### src/rtl/xy_resource_ni.sv
// xy_resource_ni: network interface for the local (resource) port of an xy_switch.
// TX FIFO feeds the switch resource input; RX FIFO receives and checks routed packets.
module xy_resource_ni #(
    parameter int X_CORD          = 0,
    parameter int Y_CORD          = 0,
    parameter int PCKT_XADDR_W    = 4,
    parameter int PCKT_YADDR_W    = 4,
    parameter int PCKT_DATA_W     = 8,
    parameter int PCKT_W          = PCKT_XADDR_W + PCKT_YADDR_W + PCKT_DATA_W,
    parameter int TX_FIFO_DEPTH_W = 3,
    parameter int RX_FIFO_DEPTH_W = 3
) (
    input  logic                    clk_i,
    input  logic                    rst_ni,
    input  logic                    tx_valid_i,
    input  logic [PCKT_XADDR_W-1:0] tx_x_i,
    input  logic [PCKT_YADDR_W-1:0] tx_y_i,
    input  logic [PCKT_DATA_W-1:0]  tx_data_i,
    output logic                    tx_ready_o,
    output logic                    rx_valid_o,
    output logic [PCKT_DATA_W-1:0]  rx_data_o,
    input  logic                    rx_ready_i,
    output logic                    wr_en_o,
    output logic [PCKT_W-1:0]       pckt_o,
    input  logic                    sw_fifo_full_i,
    input  logic                    sw_fifo_overflow_i,
    input  logic                    wr_en_i,
    input  logic [PCKT_W-1:0]       pckt_i,
    output logic                    rx_fifo_full_o,
    output logic                    rx_fifo_overflow_o,
    output logic                    misroute_err_o,
    output logic                    tx_err_o,
    output logic [15:0]             tx_cnt_o,
    output logic [15:0]             rx_cnt_o
);

    localparam int TD       = TX_FIFO_DEPTH_W;
    localparam int RD       = RX_FIFO_DEPTH_W;
    localparam int TX_DEPTH = 1 << TD;
    localparam int RX_DEPTH = 1 << RD;

    localparam logic [TD:0] TX_FULL = {1'b1, {TD{1'b0}}};
    localparam logic [RD:0] RX_FULL = {1'b1, {RD{1'b0}}};

    localparam logic [PCKT_XADDR_W-1:0] X_C = PCKT_XADDR_W'(X_CORD);
    localparam logic [PCKT_YADDR_W-1:0] Y_C = PCKT_YADDR_W'(Y_CORD);

    localparam logic [TD-1:0] TX_ONE = TD'(1);
    localparam logic [RD-1:0] RX_ONE = RD'(1);
    localparam logic [TD:0]   TXC_ONE = (TD+1)'(1);
    localparam logic [RD:0]   RXC_ONE = (RD+1)'(1);
    localparam logic [15:0]   CNT_MAX = 16'hFFFF;

    // ---------------- TX path ----------------
    logic [PCKT_W-1:0] tx_mem [TX_DEPTH];
    logic [TD-1:0]     tx_wptr;
    logic [TD-1:0]     tx_rptr;
    logic [TD:0]       tx_count;
    logic              tx_push;
    logic              tx_pop;
    logic [PCKT_W-1:0] tx_word;

    assign tx_ready_o = (tx_count != TX_FULL);
    assign tx_push    = tx_valid_i & tx_ready_o;
    assign tx_word    = {tx_x_i, tx_y_i, tx_data_i};
    assign wr_en_o    = (tx_count != '0) & ~sw_fifo_full_i;
    assign tx_pop     = wr_en_o;
    assign pckt_o     = wr_en_o ? tx_mem[tx_rptr] : '0;

    // TX storage; contents need no reset since the count gates every read
    always_ff @(posedge clk_i) begin
        if (tx_push) begin
            tx_mem[tx_wptr] <= tx_word;
        end
    end

    // TX pointers and occupancy; push and pop in one cycle cancel out
    always_ff @(posedge clk_i or negedge rst_ni) begin
        if (!rst_ni) begin
            tx_wptr  <= '0;
            tx_rptr  <= '0;
            tx_count <= '0;
        end else begin
            if (tx_push) begin
                tx_wptr <= tx_wptr + TX_ONE;
            end
            if (tx_pop) begin
                tx_rptr <= tx_rptr + TX_ONE;
            end
            if (tx_push && !tx_pop) begin
                tx_count <= tx_count + TXC_ONE;
            end else if (!tx_push && tx_pop) begin
                tx_count <= tx_count - TXC_ONE;
            end
        end
    end

    // Sent-packet counter (saturating) and sticky switch-overflow flag
    always_ff @(posedge clk_i or negedge rst_ni) begin
        if (!rst_ni) begin
            tx_cnt_o <= '0;
            tx_err_o <= 1'b0;
        end else begin
            if (tx_pop && tx_cnt_o != CNT_MAX) begin
                tx_cnt_o <= tx_cnt_o + 16'd1;
            end
            if (sw_fifo_overflow_i) begin
                tx_err_o <= 1'b1;
            end
        end
    end

    // ---------------- RX path ----------------
    logic [PCKT_DATA_W-1:0]  rx_mem [RX_DEPTH];
    logic [RD-1:0]           rx_wptr;
    logic [RD-1:0]           rx_rptr;
    logic [RD:0]             rx_count;
    logic [PCKT_XADDR_W-1:0] rx_xaddr;
    logic [PCKT_YADDR_W-1:0] rx_yaddr;
    logic [PCKT_DATA_W-1:0]  rx_payload;
    logic                    rx_match;
    logic                    rx_push;
    logic                    rx_pop;

    assign rx_xaddr   = pckt_i[PCKT_W-1 -: PCKT_XADDR_W];
    assign rx_yaddr   = pckt_i[PCKT_W-PCKT_XADDR_W-1 -: PCKT_YADDR_W];
    assign rx_payload = pckt_i[PCKT_DATA_W-1:0];
    assign rx_match   = (rx_xaddr == X_C) && (rx_yaddr == Y_C);

    assign rx_fifo_full_o = (rx_count == RX_FULL);
    assign rx_valid_o     = (rx_count != '0);
    assign rx_data_o      = rx_valid_o ? rx_mem[rx_rptr] : '0;
    assign rx_push        = wr_en_i & rx_match & ~rx_fifo_full_o;
    assign rx_pop         = rx_valid_o & rx_ready_i;

    // RX storage holds only the payload; the address is known to be ours
    always_ff @(posedge clk_i) begin
        if (rx_push) begin
            rx_mem[rx_wptr] <= rx_payload;
        end
    end

    // RX pointers and occupancy; a pop never frees room for a same-cycle write
    always_ff @(posedge clk_i or negedge rst_ni) begin
        if (!rst_ni) begin
            rx_wptr  <= '0;
            rx_rptr  <= '0;
            rx_count <= '0;
        end else begin
            if (rx_push) begin
                rx_wptr <= rx_wptr + RX_ONE;
            end
            if (rx_pop) begin
                rx_rptr <= rx_rptr + RX_ONE;
            end
            if (rx_push && !rx_pop) begin
                rx_count <= rx_count + RXC_ONE;
            end else if (!rx_push && rx_pop) begin
                rx_count <= rx_count - RXC_ONE;
            end
        end
    end

    // Overflow pulse, sticky misroute flag and saturating accept counter
    always_ff @(posedge clk_i or negedge rst_ni) begin
        if (!rst_ni) begin
            rx_fifo_overflow_o <= 1'b0;
            misroute_err_o     <= 1'b0;
            rx_cnt_o           <= '0;
        end else begin
            rx_fifo_overflow_o <= wr_en_i & rx_match & rx_fifo_full_o;
            if (wr_en_i && !rx_match) begin
                misroute_err_o <= 1'b1;
            end
            if (rx_push && rx_cnt_o != CNT_MAX) begin
                rx_cnt_o <= rx_cnt_o + 16'd1;
            end
        end
    end

endmodule
### config.mk
export PLATFORM = sky130hd
export DESIGN_NAME = xy_resource_ni
export DESIGN_NICKNAME = d
export VERILOG_FILES = /design/src/rtl/xy_resource_ni.sv
export SDC_FILE = /design/constraint.sdc
export NUM_CORES = 1
export LEC_CHECK = 0
export BUFFER_PORTS_ARGS = -buffer_cell sky130_fd_sc_hd__buf_2
export CAP_MARGIN = 20
export CORE_ASPECT_RATIO = 1.2
export CORE_MARGIN = 2
export CORE_UTILIZATION = 53
export DETAILED_ROUTE_END_ITERATION = 12
export GPL_TIMING_DRIVEN = 0
export MAX_ROUTING_LAYER = met4
export PLACE_DENSITY = 0.85
export SYNTH_ARGS = -nofsm -noshare
export SYNTH_HDL_FRONTEND = slang
export SYNTH_SLANG_ARGS = --single-unit
### constraint.sdc
create_clock -name clk_i -period 3.01 [get_ports clk_i]
set_input_delay 0.301 -clock clk_i [delete_from_list [all_inputs] [get_ports clk_i]]
set_output_delay 0.301 -clock clk_i [all_outputs]
set_load 0.01 [all_outputs]
==> results of run 1 <==
[worst max-delay path, cell delays in order (launching register included)]
cell      delay, ps
dfrtp_1         360
buf_1           260
clkbuf_1        610
mux4_2          410
mux2i_1         150
nor2_1           80
buf_2           160
[kinds of logic (layout without fill, tap and decap cells)]
| logic type | Yosys count | after routing |
|---|---|---|
| compound gates | 11 | 11 |
| xor+xnor | 41 | 41 |
| fa+ha+maj | 14 | 14 |
| buf+inv | 27 | 186 |
| flops | 247 | 247 |
| mux | 80 | 80 |
| other cells | 0 | 1 |
| simple gates | 142 | 142 |
[power breakdown]
group | switching, mW | internal (mW)
clock | 1.21 | 1.69
sequential | 0.284 | 4.12
combinational | 1.63 | 1.45
total | 3.12 | 7.26
[repair_timing]
item                       CTS  global route
hold buffers                 2             0
gates resized for setup      1             0
setup endpoints to repair    1             1
hold endpoints to repair    14             0
setup buffers                0             0
pin swaps                    0             1
[state kept, by name, summed over array words and instances (netlist names), 3 cells and up]
| signal | flops |
|---|---|
| rx_mem | 64 |
| tx_mem | 128 |
| tx_rptr | 3 |
| tx_wptr | 3 |
| tx_cnt_o | 16 |
| rx_cnt_o | 16 |
| rx_count | 4 |
| rx_rptr | 3 |
| rx_wptr | 3 |
| tx_count | 4 |
[Yosys cell counts, types with 4 or more instances]
cell type,number
nor2_1,39
nand4_1,9
mux4_2,48
xnor2_1,36
nand2_1,35
nor4_4,4
nor3_1,7
buf_2,7
buf_4,5
mux2i_1,25
dfrtp_1,55
ha_1,12
and3_1,5
nand3_1,15
mux2_1,4
xor2_1,5
edfxtp_1,192
buf_1,4
[routing by layer]
metal / wire length (um) / global-route usage, %
met1: 7573 / 24.25
met2: 11590 / 40.69
met3: 1407 / 3.807
met4: 326 / 5.066
met5: 0 / -
[final timing paths]
check	slack, ps	cells past startpoint	to
hold reg to reg	460	1	misroute_err_o$_DFFE_PN0P_
min in group asynchronous	240	2	rx_count[3]$_DFFE_PN0P_
hold / removal	60	1	tx_mem[6][7]$_DFFE_PP_
setup reg to reg	250	12	tx_count[3]$_DFFE_PN0P_
setup / recovery	160	6	pckt_o[9]
max in group asynchronous	2220	3	tx_count[3]$_DFFE_PN0P_
[final cells by class]
class | count | share of cell area, %
sequential | 247 | 59.69
clock inverter | 12 | 0.9412
timing repair buffer | 116 | 5.532
multi-input combinational | 288 | 24.62
tap | 256 | 2.677
inverter | 7 | 0.2615
antenna | 1 | 0.02092
buffer | 19 | 0.8053
clock buffer | 32 | 5.449
[metrics by stage]
step | instance area, um2 | instances | setup WS [ps] | hold slack (ps) | setup TNS (ps)
2_1_floorplan | 10170 | 562 | 183.8 | 5.409 | 0
3_3_place_gp | 11000 | 919 | -1429 | 440.9 | -70690
3_5_place_dp | 11180 | 932 | -20.81 | 230.7 | -20.81
4_1_cts | 11970 | 978 | 90.31 | 33.18 | 0
5_1_grt | 11960 | 978 | 23.86 | 43.29 | 0
6_report | 11960 | 978 | 164.8 | 56.38 | 0
[cells in the final DEF, fill, tap and decap left out, types with 5 or more instances in the layout]
cell	n
buf_6	7
nand2_1	35
mux4_2	48
nand3_1	15
and3_1	5
ha_1	12
nand4_1	9
mux2i_1	25
clkbuf_1	10
nor4_4	5
clkbuf_16	25
nor2_1	38
buf_2	108
edfxtp_1	192
xor2_1	5
buf_4	9
dfrtp_1	55
xnor2_1	36
==> impl_results.md, run 1 <==
- 1st-iter DRT viols: between 300 and 400
- Nets: 756
- CP Capture Type: output pin
- Die Area: 20310 um2
- Clock Path Buffers: 3
- Required @ worst endpoint: 2710 ps
- Area of the multi-input gates: a little under 3000 um2
- Io pins: a little over 100
- Minimum clock period: approximately 2800 ps
- Initial antenna violation count: 1
- Port Buffers: 101
- Width of the die: ~130 um
- Filler cells: roughly 1300
- Start of the worst register-to-register path: tx_count[1]$_DFFE_PN0P_
- Post-Synth Simple-Gate Area: 8.333%
- Initial core utilization: between 50% and 60%
- Power consumption: slightly above 10 mW
- Count of cell types in the netlist: 52
- Mapped cell area: 10160 um2
- First-pass GRT wire length: 32640 um
- Fin. Hold Viols: 0
- Total gr overflow: 0
- Instance count of the mapped netlist: 562
- Unrepaired setup endpoints after global routing: false
- Root Buffer: clkbuf_16
- Sink Count: 247
- Main flop type after synthesis: edfxtp_1
- Peak supply drop: between 700 and 800 uV
- Die height: approximately 160 um
- Vias per cell: 5.639
- Top-area cell type share of the netlist area: between 50% and 60%
- Post-synth EDFFs: around 190
- Routed length per instance: ~21 um
- Async SR Flop Fraction: 22.27%
- ANT nets after route: 0
- Worst Path Arrival: approximately 2500 ps
- Min-Delay Path Class: in2reg
- Largest cells by area after synthesis: edfxtp_1, dfrtp_1, mux4_2, xnor2_1, mux2i_1
- Compound-Gate Fraction of Synth Area: 0.7632%
- Core area: ~19000 um2
- Synth Area in Adders: approximately 1.9%
- Syn Area/Cell: between 15 and 20 um2
- Net Count, Synth: 615
- Later-pin clock latency in the skew report: roughly 500 ps
- Largest net degree at the start of global routing: between 40 and 50
- Status: complete, no violations
- Slew Limit Fails: 0
- TritonCTS clock tree: built
- Number of H-tree levels: 1
- PwrDens: just under 900 nW/um2
- Max-slew headroom: 33.68%
- Critical path class: reg2out
- Multiplexer share of the synthesized area: ~14%
- Post-Route WL: between 20000 and 25000 um
- Post-synthesis sequential area ratio: 70.26%
- Synthesis-to-finish area growth: 17.70%
- GRT Total Usage: 21.83%
- DRC: 0
- 1st-pass router iterations: 4
- Sequential Area: between 7000 and 8000 um2
- Xor/xnor share of the synthesized area: roughly 3.5%
- Largest family of logic cells by synthesized area: multiplexers
- Vias in the first global route: around 6000
- Post-synthesis register bit count: around 250
- Period utilisation layout: between 90% and 100%
- Vias after detailed routing: between 5000 and 6000
- Cts bufs inserted: 24
- Post-synth top area cell: edfxtp_1
- Layout Utilization: between 60% and 70%
- Largest fanout on the critical path: 10
- Share of cells above drive strength 1: 33.70%
- Leak: about 4.4 nW
- MaxCap Viol Count: 0
- Placer Congestion: between 0.7 and 0.8
- Row cnt: 55
- Min-delay src: tx_data_i[7]
- Final setup vio count: 0
- Clk_skew: between 6 and 7 ps
- Clk pin slew, worst setup/hold paths: about 60 ps
- Worst Setup SP: tx_rptr[1]$_DFFE_PN0N_
- Worst-Margin Slew: around 1000 ps
- Worst setup SP type: flop
- DP Wirelength: ~15000 um
- Ys Warns: 0
- Fmax: around 0.35 GHz
No activity file was read; power rests on OpenSTA's default activity.
==> run 2: changes to the inputs <==
--- a/config.mk
+++ b/config.mk
@@ -8,7 +8,6 @@
 export BUFFER_PORTS_ARGS = -buffer_cell sky130_fd_sc_hd__buf_2
 export CAP_MARGIN = 20
 export CORE_ASPECT_RATIO = 1.2
-export CORE_MARGIN = 2
 export CORE_UTILIZATION = 53
 export DETAILED_ROUTE_END_ITERATION = 12
 export GPL_TIMING_DRIVEN = 0
==> run 2 against run 1 <==
Compared with the run above: the flow now finishes with violations (design-rule violations); register-to-register slack worse by 130 ps; non-clock buffer count unchanged; clock-buffer cell count down 6; fmax fell by 1.6%; global-route usage hardly changed; highest routed layer unchanged; design area up 0.38%; hold slack got worse by 4.0 ps.
==> impl_results.md, run 2 (synthesis gave the netlist of run 1 again) <==
- Post-placement cell area: 11180 um2 (about the same)
- Io pins: 102 (unchanged)
- Critical path class: reg2reg
- Status: finished with violations
- Fin Setup TNS: 0 ps (unchanged)
- Worst Path Arrival: 3280 ps (+740 ps)
- Worst slack, placed: -51.05 ps (-30.23 ps)
- Biggest regs: tx_mem (128), rx_mem (64)
- Core area: 18860 um2 (unchanged)
- FF-to-FF path depth: 11 (-1)
- Unrepaired setup endpoints after global routing: false
- Required @ worst endpoint: 3400 ps (+690 ps)
- Number of H-tree levels: 1 (unchanged)
- Antenna Cells: 0 (-1)
- GRT Total Usage: 21.88% (+0.046 points)
- Placed cells: 931 (-0.11%)
- PwrDens: 871.3 nW/um2 (+0.39%)
- Delay-heaviest family, CP: simple AND/OR/NAND/NOR gates
- Vias in the first global route: 5863 (-2.5%)
- Max reg flops: 128 (unchanged)
- DP Wirelength: 13690 um (-6.0%)
- Vias per cell: 5.683 (+0.77%)
- Worst Hold End: tx_mem[3][10]$_DFFE_PP_
- Die height: 153.7 um (-1.3%)
- CP dominant cell by count: ha_1
- Critical path's slowest cell: or4b_4
- MaxCap Viol Count: 0 (unchanged)
- Sequential Area: 7143 um2 (about the same)
- TritonCTS clock tree: built
- 1st-iter DRT viols: 272 (-28%)
- Worst-Margin Slew: 944.1 ps (-46.99 ps)
- Worst setup SP type: flop
- Peak supply drop: 622.8 uV (-11%)
- Clk pin slew, worst setup/hold paths: 60 ps (about the same)
- Power consumption: 10.46 mW (+0.76%)
- Max-slew headroom: 36.57% (+2.9 points)
- Period utilisation layout: 96.06% (+1.5 points)
- Most frequent cells in the layout: edfxtp_1, buf_2, dfrtp_1
- Root Buffer: clkbuf_16
- Commonest non-fill, non-tap cell in the layout: edfxtp_1
- Max incr delay on CP: 610 ps (about the same)
- Slew Limit Fails: 0 (unchanged)
- ANT nets after route: 0 (unchanged)
- First-pass GRT wire length: 31520 um (-3.4%)
- Largest fanout on the critical path: 6 (-4)
- Synthesis-to-finish area growth: 18.14%
- Cts bufs inserted: 24 (unchanged)
- Start of the worst register-to-register path: rx_count[2]$_DFFE_PN0P_
- Worst hold stages: 1 (unchanged)
- Final cell count without fillers: 974 (-0.41%)
- Row cnt: 55 (unchanged)
- Layout Utilization: 63.69% (+0.24 points)
- Fmax: 0.3459 GHz (-1.6%)
- Nets: 756 (unchanged)
- Min-Delay Path Class: in2reg
- Most flop-heavy register: tx_mem
- Sink Count: 247 (unchanged)
- Setup Fix Bufs, Post-CTS: 0 (unchanged)
- Clk_skew: 13.37 ps (+6.903 ps)
- 1st-pass router iterations: 8 (+4)
- Port Buffers: 101 (unchanged)
- Leak: 4.454 nW (+0.54%)
- Vias after detailed routing: 5535 (+0.36%)
- Final Hold Slack: 52.40 ps (-3.972 ps)
- Initial antenna violation count: 0 (-1)
- Largest net degree at the start of global routing: 31 (-28%)
- Clock Path Buffers: 3 (unchanged)
- Cell Chain, Critical Path: or4b_4 -> nand4_4 -> inv_4 -> ha_1 -> inv_1 -> ha_1 -> a21o_1 -> a21oi_1 -> xnor2_1 -> nor2_1 -> xor2_1
- CP Capture Type: flop
- Worst setup margin: 118.7 ps (-46.02 ps)
- Initial core utilization: 53.91% (unchanged)
- Placer Congestion: 0.7772 (-2.7%)
- Reg2Reg Setup Slack: 120 ps (-130 ps)
- Share of cells above drive strength 1: 34.68% (+0.98 points)
- Min-delay src: tx_y_i[2]
- WP buf/inv: 2 (-1)
- Area of the multi-input gates: 2945 um2 (unchanged)
- Post-Route WL: 20140 um (-3.6%)
- Final setup vio count: 0 (unchanged)
- FF-to-FF End: rx_count[3]$_DFFE_PN0P_
- Width of the die: 128.4 um (-1.5%)
- Fin. Hold Viols: 0 (unchanged)
- Filler cells: 1313 (-0.91%)
- Routed length per instance: 20.68 um (-3.2%)
- Violated checks: design-rule violations
- Total gr overflow: 0 (unchanged)
- Later-pin clock latency in the skew report: 510 ps (about the same)
- DRC: 2 (+2)
- Final Cell Area: 12010 um2 (+0.38%)
- Minimum clock period: 2891 ps (+46.02 ps)
- Die Area: 19740 um2 (-2.8%)
## run 2: cell types whose count changed in the layout (fill, tap and decap cells not counted), sizes merged
cell | before | now
bufinv | 2 | 3
clkinv | 7 | 9
clkbuf | 36 | 30
diode | 1 | 0
## run 2: area by class of cell
cell class / instances / area share, %
inverter: 7 / 0.2605
tap: 256 / 2.667
multi-input combinational: 288 / 24.53
timing repair buffer: 116 / 5.668
sequential: 247 / 59.48
clock inverter: 15 / 1.354
clock buffer: 26 / 5.241
buffer: 19 / 0.8023
## run 2: power breakdown
group	internal (mW)	total (mW)	switching, mW
clock network	1.76	2.98	1.22
registers	4.12	4.41	0.289
logic	1.46	3.07	1.61
total	7.35	10.5	3.12
## run 2: worst max path at each step
stage | from | end | slack (ps) | depth (start not counted)
after CTS | tx_count[0]$_DFFE_PN0P_ | tx_count[3]$_DFFE_PN0P_ | 70 | 13
final | rx_count[2]$_DFFE_PN0P_ | rx_count[3]$_DFFE_PN0P_ | 120 | 11
after global routing | rx_count[2]$_DFFE_PN0P_ | rx_count[3]$_DFFE_PN0P_ | 10 | 11
after global placement | tx_count[0]$_DFFE_PN0P_ | tx_mem[0][15]$_DFFE_PP_ | -1170 | 4
after floorplan | tx_count[0]$_DFFE_PN0P_ | tx_mem[0][0]$_DFFE_PP_ | 180 | 4
after detailed placement | tx_count[0]$_DFFE_PN0P_ | tx_count[3]$_DFFE_PN0P_ | -50 | 13
## run 2: timing repair
item,CTS,global route
resized for setup,1,1
endpoints found under the setup margin,1,1
pin swaps,0,1
hold buffers,2,0
hold endpoints to repair,26,0
## run 2: routing by layer
layer | GRT usage (%) | vias to the layer above | part of all wire, %
met5 | - | - | 0
met4 | 7.507 | 0 | 2.7
met3 | 4.210 | 50 | 6.2
met2 | 38.25 | 211 | 53
met1 | 25.02 | 2817 | 38
li1 | - | 2457 | -
